**config.mk**
```make
export PLATFORM = sky130hd
export DESIGN_NAME = fetch_unit_flat
export DESIGN_NICKNAME = d
export VERILOG_FILES = /design/src/rtl/fetch_unit_if.sv /design/src/rtl/fetch_unit.sv /design/src/flat_wrapper.sv
export SDC_FILE = /design/constraint.sdc
export NUM_CORES = 1
export LEC_CHECK = 0
export BUFFER_PORTS_ARGS = -buffer_cell sky130_fd_sc_hd__buf_2
export CORE_UTILIZATION = 45
export CTS_BUF_LIST = sky130_fd_sc_hd__clkbuf_16
export CTS_CLUSTER_SIZE = 30
export DETAILED_ROUTE_END_ITERATION = 16
export GPL_TIMING_DRIVEN = 1
export PLACE_DENSITY = 0.84
export SYNTH_ARGS = -nofsm -noshare
export SYNTH_HDL_FRONTEND = slang
export SYNTH_SLANG_ARGS = --single-unit
```
**constraint.sdc**
```tcl
create_clock -name clk -period 1.8 [get_ports clk]
set_clock_uncertainty 0.15 [all_clocks]
set_input_delay 0 -clock clk [delete_from_list [all_inputs] [get_ports clk]]
set_output_delay 0 -clock clk [all_outputs]
set_load 0.005 [all_outputs]
```
**src/rtl/fetch_unit_if.sv**
```systemverilog
// ============================================================================
// Module   : fetch_unit_if
// Purpose  : Groups the fetch unit's control, memory and instruction signals.
// Revision : 1.0
// ============================================================================
`default_nettype none

interface fetch_unit_if;
    logic [15:0] newPC;
    logic        redirect;
    logic        halt;
    logic        stall;
    logic        imem_rd;
    logic [15:0] imem_addr;
    logic        imem_busy;
    logic        imem_done;
    logic [15:0] imem_data;
    logic [15:0] instr;
    logic        instr_valid;
    logic [15:0] pc_out;
    logic [15:0] pc_inc;
    logic        halted;
    logic        err;

    modport master (
        output newPC, redirect, halt, stall, imem_busy, imem_done, imem_data,
        input  imem_rd, imem_addr, instr, instr_valid, pc_out, pc_inc, halted, err
    );

    modport slave (
        input  newPC, redirect, halt, stall, imem_busy, imem_done, imem_data,
        output imem_rd, imem_addr, instr, instr_valid, pc_out, pc_inc, halted, err
    );
endinterface

`default_nettype wire

```
**src/rtl/fetch_unit.sv**
```systemverilog
// ============================================================================
// Module   : fetch_unit
// Purpose  : Single-outstanding instruction fetch with stall, redirect, halt.
// Revision : 1.0
// ============================================================================
`default_nettype none

module fetch_unit (
    input  logic        clk,
    input  logic        rst,
    fetch_unit_if.slave bus
);

    typedef enum logic [1:0] {
        S_REQ    = 2'd0,
        S_WAIT   = 2'd1,
        S_HOLD   = 2'd2,
        S_HALTED = 2'd3
    } state_t;

    state_t      state_q;
    logic [15:0] pc_q;
    logic [15:0] instr_q;
    logic [15:0] pc_out_q;
    logic [15:0] pc_inc_q;
    logic        valid_q;
    logic        halted_q;
    logic        err_q;
    logic        drop_q;
    logic        issue;
    logic [15:0] pc_plus2;

    // A redirect in REQ retargets the PC instead of issuing from the stale one.
    assign issue         = (state_q == S_REQ) && !bus.imem_busy && !bus.redirect && !rst;
    assign pc_plus2      = pc_q + 16'd2;

    assign bus.imem_rd     = issue;
    assign bus.imem_addr   = {pc_q[15:1], 1'b0};
    assign bus.instr       = instr_q;
    assign bus.instr_valid = valid_q;
    assign bus.pc_out      = pc_out_q;
    assign bus.pc_inc      = pc_inc_q;
    assign bus.halted      = halted_q;
    assign bus.err         = err_q;

    always_ff @(posedge clk or posedge rst) begin
        if (rst) begin
            state_q  <= S_REQ;
            pc_q     <= 16'h0000;
            instr_q  <= 16'h0000;
            pc_out_q <= 16'h0000;
            pc_inc_q <= 16'h0002;
            valid_q  <= 1'b0;
            halted_q <= 1'b0;
            err_q    <= 1'b0;
            drop_q   <= 1'b0;
        end else begin
            case (state_q)
                S_REQ: begin
                    if (bus.redirect) begin
                        pc_q <= bus.newPC;
                    end else if (issue) begin
                        state_q <= S_WAIT;
                        if (pc_q[0]) err_q <= 1'b1;
                    end
                end
                S_WAIT: begin
                    // The in-flight response must still be absorbed after a redirect.
                    if (bus.redirect) begin
                        pc_q <= bus.newPC;
                        if (bus.imem_done) begin
                            state_q <= S_REQ;
                            drop_q  <= 1'b0;
                        end else begin
                            drop_q  <= 1'b1;
                        end
                    end else if (bus.imem_done) begin
                        if (drop_q) begin
                            drop_q  <= 1'b0;
                            state_q <= S_REQ;
                        end else begin
                            instr_q  <= bus.imem_data;
                            pc_out_q <= pc_q;
                            pc_inc_q <= pc_plus2;
                            pc_q     <= pc_plus2;
                            valid_q  <= 1'b1;
                            state_q  <= S_HOLD;
                        end
                    end
                end
                S_HOLD: begin
                    if (bus.redirect) begin
                        pc_q    <= bus.newPC;
                        valid_q <= 1'b0;
                        state_q <= S_REQ;
                    end else if (bus.halt) begin
                        valid_q  <= 1'b0;
                        halted_q <= 1'b1;
                        state_q  <= S_HALTED;
                    end else if (!bus.stall) begin
                        valid_q <= 1'b0;
                        state_q <= S_REQ;
                    end
                end
                S_HALTED: begin
                    state_q <= S_HALTED;
                end
                default: begin
                    state_q <= S_REQ;
                end
            endcase
        end
    end

endmodule

`default_nettype wire

```
**src/flat_wrapper.sv**
```systemverilog
// flat-port wrapper written by rule: the top's interface ports become plain ports
module fetch_unit_flat 
  (clk, rst, bus_newPC, bus_redirect, bus_halt, bus_stall, bus_imem_busy, bus_imem_done, bus_imem_data, bus_imem_rd, bus_imem_addr, bus_instr, bus_instr_valid, bus_pc_out, bus_pc_inc, bus_halted, bus_err);
  fetch_unit_if bus_i ();
  input  logic clk;
  input  logic rst;
  input wire logic [$bits(bus_i.newPC)-1:0] bus_newPC;
  input wire logic [$bits(bus_i.redirect)-1:0] bus_redirect;
  input wire logic [$bits(bus_i.halt)-1:0] bus_halt;
  input wire logic [$bits(bus_i.stall)-1:0] bus_stall;
  input wire logic [$bits(bus_i.imem_busy)-1:0] bus_imem_busy;
  input wire logic [$bits(bus_i.imem_done)-1:0] bus_imem_done;
  input wire logic [$bits(bus_i.imem_data)-1:0] bus_imem_data;
  output wire logic [$bits(bus_i.imem_rd)-1:0] bus_imem_rd;
  output wire logic [$bits(bus_i.imem_addr)-1:0] bus_imem_addr;
  output wire logic [$bits(bus_i.instr)-1:0] bus_instr;
  output wire logic [$bits(bus_i.instr_valid)-1:0] bus_instr_valid;
  output wire logic [$bits(bus_i.pc_out)-1:0] bus_pc_out;
  output wire logic [$bits(bus_i.pc_inc)-1:0] bus_pc_inc;
  output wire logic [$bits(bus_i.halted)-1:0] bus_halted;
  output wire logic [$bits(bus_i.err)-1:0] bus_err;
  assign bus_i.newPC = bus_newPC;
  assign bus_i.redirect = bus_redirect;
  assign bus_i.halt = bus_halt;
  assign bus_i.stall = bus_stall;
  assign bus_i.imem_busy = bus_imem_busy;
  assign bus_i.imem_done = bus_imem_done;
  assign bus_i.imem_data = bus_imem_data;
  assign bus_imem_rd = bus_i.imem_rd;
  assign bus_imem_addr = bus_i.imem_addr;
  assign bus_instr = bus_i.instr;
  assign bus_instr_valid = bus_i.instr_valid;
  assign bus_pc_out = bus_i.pc_out;
  assign bus_pc_inc = bus_i.pc_inc;
  assign bus_halted = bus_i.halted;
  assign bus_err = bus_i.err;
  fetch_unit u_core (.clk(clk), .rst(rst), .bus(bus_i));
endmodule
```
# Word level (Yosys, flattened, before mapping)
# Cells that the tools add are included.
# totals
elab_cells	67
register_bits	70
output_inout_bits	68
inputBits	39
# op_classes
n_eq_ne	12
n_addsub	1
reduce_logical	18
bitwise	2
n_mux	25
# ops
operator	count
2-to-1 mux 16 bit	4
one-hot mux 16 bit (2 select lines)	1
2-to-1 mux 2 bit	9
adder 16 x 2 -> 16 bit, second input constant	1
AND reduction 4 bit	4
inequality test 2 bit, second input constant	5
2-to-1 mux 1 bit	9
one-hot mux 2 bit (4 select lines)	1
inequality test 3 bit, second input constant	2
nonzero test 2 bit	3
AND reduction 5 bit	1
== test 2 bit, second input constant	2
inequality test 4 bit, second input constant	1
logical AND 1 bit	3
zero test 1 bit	3
AND reduction 3 bit	1
== test 2 x 1 -> 1 bit, second input constant	1
zero test 2 bit	1
inequality test 2 x 1 -> 1 bit, second input constant	1
inverter 1 bit	2
one-hot mux 1 bit (2 select lines)	1
AND reduction 2 bit	1
OR reduction 2 bit	1

# Logic depth before layout (Yosys ltp)
# logic_depth
depth_word	7
mapped_depth	7
mapped_depth_nobuf	5

# Least setup slack after synthesis
# Ideal clock, no wire load.
# synth_path
path_type	reg2reg
start	register u_core.pc_q[1]
end	register u_core.pc_q[11]
t_required_ns	1.581
setup_slack_ns	-0.170
synth_period_minus_slack_ns	1.970
arrival_ns	1.751
path_buffers	0
path_stages_with_launch	6
setup_ns	0.069
path_cell_list	dfrtp_1 > ha_1 > nand3_4 > or4_4 > or3_1 > nand3_1
# synth_via
elab_chain_cells	5
# synth_lines
element	line_no	rtl
start: declaration	fetch_unit.sv:22	logic [15:0] pc_q;
start signal: assignment	fetch_unit.sv:61	pc_q <= bus.newPC;
start signal: assignment	fetch_unit.sv:70	pc_q <= bus.newPC;
start signal: assignment	fetch_unit.sv:85	pc_q <= pc_plus2;
adder 16 x 2 -> 16 bit	fetch_unit.sv:35	assign pc_plus2 = pc_q + 16'd2;
2-to-1 mux 16 bit	fetch_unit.sv:78	if (drop_q) begin
2-to-1 mux 16 bit	fetch_unit.sv:77	end else if (bus.imem_done) begin
2-to-1 mux 16 bit	fetch_unit.sv:69	if (bus.redirect) begin
one-hot mux 16 bit (2 select lines)	fetch_unit.sv:58	case (state_q)
# No other way between the ends. The select of a mux whose other input is x is not followed.
# A chain may end at the register's enable or synchronous reset.

# Final worst setup path
# Same ends and word-level chain as after synthesis.

==> impl_metrics.yaml <==
die:
  fp.coreArea_sq_mm: 0.00679
  die_h_um: 85.9
  std_cell_rows: 30
  io_pins: 107
  die-area_sq_mm: 0.00738
  floorplan.initialDensity_pct: 46.6
  die-width_um: 85.9
synthesis:
  synth-seq-area-share_pct: 54.6
  synth.ff_latch_count: 69
  netlist_instances: 279
  post_synth.cell_area_avg_sq_um: 11.4
  post_synthesis_compound_gate_area_fraction_pct: 12.6
  synth_ff_type: "dfrtp_1"
  yosysWarningCount: 0
  synth_edf_count: 0
  netlist_area_sq_mm: 0.00317
  synthMuxAreaShare_pct: 12.1
  ys_types: 46
  yosys.area_share.adder_pct: 0.395
  synthXorXnorAreaFrac_pct: 3.04
  simple_logic_cell_fraction_of_the_synthesized_area_pct: 13.3
  dominant_combinational_cell_family_by_area_after_synthesis: "simple AND/OR/NAND/NOR gates"
  async_flop_share_pct: 100
  post_synthesis_net_count: 319
setup_path:
  critPathArrivalTime_ns: 1.90
  crit_path_cell_trace: "ha_4 -> nand3_4 -> or4_4 -> or3_1 -> nand3_1"
  worstPathRequired_ns: 1.92
  nature_of_the_critical_path_endpoint: "flip-flop"
  crit_buf_inv: 0
  path_delay_family: "simple AND/OR/NAND/NOR gates"
  timing.setup.critical_path_class: "flip-flop to flip-flop"
  crit_slowest_cell: "or4_4"
  cpPeakStageDelay_ns: 0.55
  worstPathMaxFanout: 4
  timing.critical_path.from_type: "flip-flop"
flow_run:
  max_cap_viols: 0
grt:
  global_route.overflow_total: 0
  first_pass_grt_wire_length_um: 13400
  via_count_of_the_first_global_routing_pass: 2823
  grt_max_degree: 24
  grt.total_usage_pct: 23.8
  initial_antenna_violation_count: 0
run_status:
  result_of_the_run: "finished, final reports clean"
sta:
  finalWorstPathRequiredPeriod_ns: 1.78
  setup_viol: 0
  finalWorstSetupSlack_ns: 0.0167
  final-max-slew-violation-count: 0
  final_min_period_over_clock_period_pct: 99.1
  max_slew.worst_pin.slew_ns: 0.506
  timing_hold_violations_final: 0
  worst_slew_margin_rel_pct: 66.2
  clock.fmax_mhz: 561
  unrepaired_setup_endpoints_after_global_routing: "yes"
  hold_ws_ns: 0.0310
drt:
  detailedRoute.firstIterationViolations: 207
  remaining_drc_errors: 0
  detailroute.via_count: 2847
  wl_per_cell_um: 15.1
  post_drt_via_cell_ratio: 5.16
  drt_pass1_iterations: 4
  antenna_left: 0
  drt-total-wl_um: 8360
clock_tree:
  clk_transition_reported_paths_ns: 0.06
  cts-root-to-sink-buffers: 2
  later_pin_clock_latency_in_the_skew_report_ns: 0.33
  cts_sinks: 69
  cts_tree: "yes"
  cts_inserted_buffers: 9
  h-tree-depth: 3
  cts_root_buffer: "clkbuf_16"
placed_design:
  place_congestion: 0.785
  port-buffer-count: 105
  placed_cells: 494
  hpwlAfterDp_um: 5540
  post_place_setup_slack_ns: -0.0136
finish:
  n_antenna_cell: 0
  final-seq-area_sq_mm: 0.00173
  fin_nets: 491
  drive_gt1_share_pct: 45.0
  num-fill-cells: 486
  layout.cells.non_filler: 552
  multi_input_comb_area_sq_mm: 0.00135
  syn_to_final_growth_pct: 49.1
power:
  power_leakage_nw: 2.25
  powerDensity_mw_per_mm2: 1610
  ir_drop_mv: 0.843
hold_path:
  hold_path.class: "input port to flip-flop"
-- state kept, by name (all words and copies together) (netlist names) --
| register | flops |
|---|---|
| u_core.bus.halted | 1 |
| u_core.bus.pc_out | 15 |
| u_core.bus.instr_valid | 1 |
| u_core.bus.instr | 16 |
| u_core.bus.pc_inc | 16 |
| u_core.pc_q | 16 |
| u_core.state_q | 2 |
| u_core.bus.err | 1 |
| u_core.drop_q | 1 |
-- through the flow --
step | instance area [sq um] | power [mW] | utilization (%) | setup TNS (ns)
after floorplan | 3170 | 4.33 | - | -0.168
after global placement | 4000 | 5.57 | 58.8 | 0
after global routing | 4720 | 8.06 | 69.5 | -0.133
after detailed placement | 4000 | 5.71 | 58.8 | -0.0136
after CTS | 4690 | 7.54 | 69.0 | 0
final | 4720 | 7.59 | 69.5 | 0
-- cell type report --
class	count	share of cell area [%]
Sequential cell	69	36.6
Multi-Input combinational cell	184	28.5
Timing Repair Buffer	181	25.6
Clock buffer	9	4.77
Tap cell	96	2.54
Clock inverter	7	1.40
Inverter	6	0.557
-- kinds of logic after synthesis --
family          Yosys count
flops                    69
simple gates             72
xor+xnor                 11
compound gates           64
buf+inv                  27
other cells               1
mux                      34
fa+ha+maj                 1
-- worst register-to-register path, cell delays in order (launching register included) --
cell and delay [ns]:
dfrtp_2 0.38, ha_4 0.15, nand3_4 0.10, or4_4 0.55, or3_1 0.32, nand3_1 0.07
-- path summary, 6_finish.rpt --
| check | from | to | slack, ns | cells after the start |
|---|---|---|---|---|
| min in group asynchronous | rst | u_core.drop_q | 0.12 | 3 |
| max in group asynchronous | rst | u_core.bus.pc_inc[1] | 0.76 | 4 |
| worst max-delay path | u_core.pc_q[1] | u_core.pc_q[11] | 0.02 | 5 |
| worst min-delay path | bus_redirect | u_core.drop_q | 0.03 | 4 |
| worst min register to register | u_core.bus.pc_inc[3] | u_core.bus.pc_inc[3] | 0.32 | 2 |
| worst max register to register | u_core.pc_q[1] | u_core.pc_q[11] | 0.02 | 5 |
-- per-layer routing --
metal	vias to the layer above	track usage [%]	wire length, um
met1	1374	28.7	3530
li1	1340	-	-
met3	19	5.39	471
met4	0	11.1	207
met2	114	40.3	4140
met5	-	0	0
-- synth_stat cells, types with 4 or more instances --
library cell / instances / area [sq um]
and3_1: 4 / 25.0
dfrtp_1: 68 / 1700
xor2_1: 6 / 52.6
a2bb2oi_1: 4 / 35.0
buf_2: 12 / 60.1
xnor2_1: 5 / 43.8
mux2_2: 33 / 372
inv_1: 6 / 22.5
nor3b_1: 5 / 37.5
nand3_1: 6 / 30.0
clkbuf_1: 7 / 26.3
nor2_1: 9 / 33.8
o21ai_0: 23 / 115
a221o_1: 5 / 50.1
a21oi_1: 15 / 75.1
nand2_1: 28 / 105
o22ai_1: 4 / 25.0
-- where the power goes --
group / total [mW] / switching [mW] / internal (mW)
combinational: 3.09 / 1.46 / 1.63
clock: 1.72 / 0.657 / 1.06
sequential: 2.79 / 0.490 / 2.30
total: 7.59 / 2.61 / 4.98
-- placed cells by master (no fill, tap or decap), drive strengths merged, types with 2 or more instances in the layout --
| cell | n |
|---|---|
| inv | 5 |
| o21ai | 25 |
| nor3b | 5 |
| mux2 | 33 |
| a221o | 5 |
| clkbuf | 9 |
| xnor2 | 5 |
| buf | 142 |
| clkinv | 4 |
| xor2 | 6 |
| nor4 | 4 |
| a211o | 2 |
| nand3 | 8 |
| nand2 | 29 |
| clkinvlp | 3 |
| nor3 | 3 |
| o31ai | 3 |
| dfrtp | 68 |
| nor2 | 9 |
| and3 | 5 |
| o22ai | 4 |
| nand4 | 2 |
| dlygate4sd3 | 39 |
| or4 | 2 |
| a2bb2oi | 4 |
| a21oi | 15 |
| nor2b | 2 |
-- what timing repair did --
item | CTS | global route
endpoints found under the setup margin | 1 | 40
hold buffers | 39 | 0
endpoints found under the hold margin | 106 | 0
pin swaps | 0 | 2
gates cloned | 0 | 1
gates resized for setup | 1 | 3
buffers inserted | 0 | 2
(Power assumes the default switching activity.)
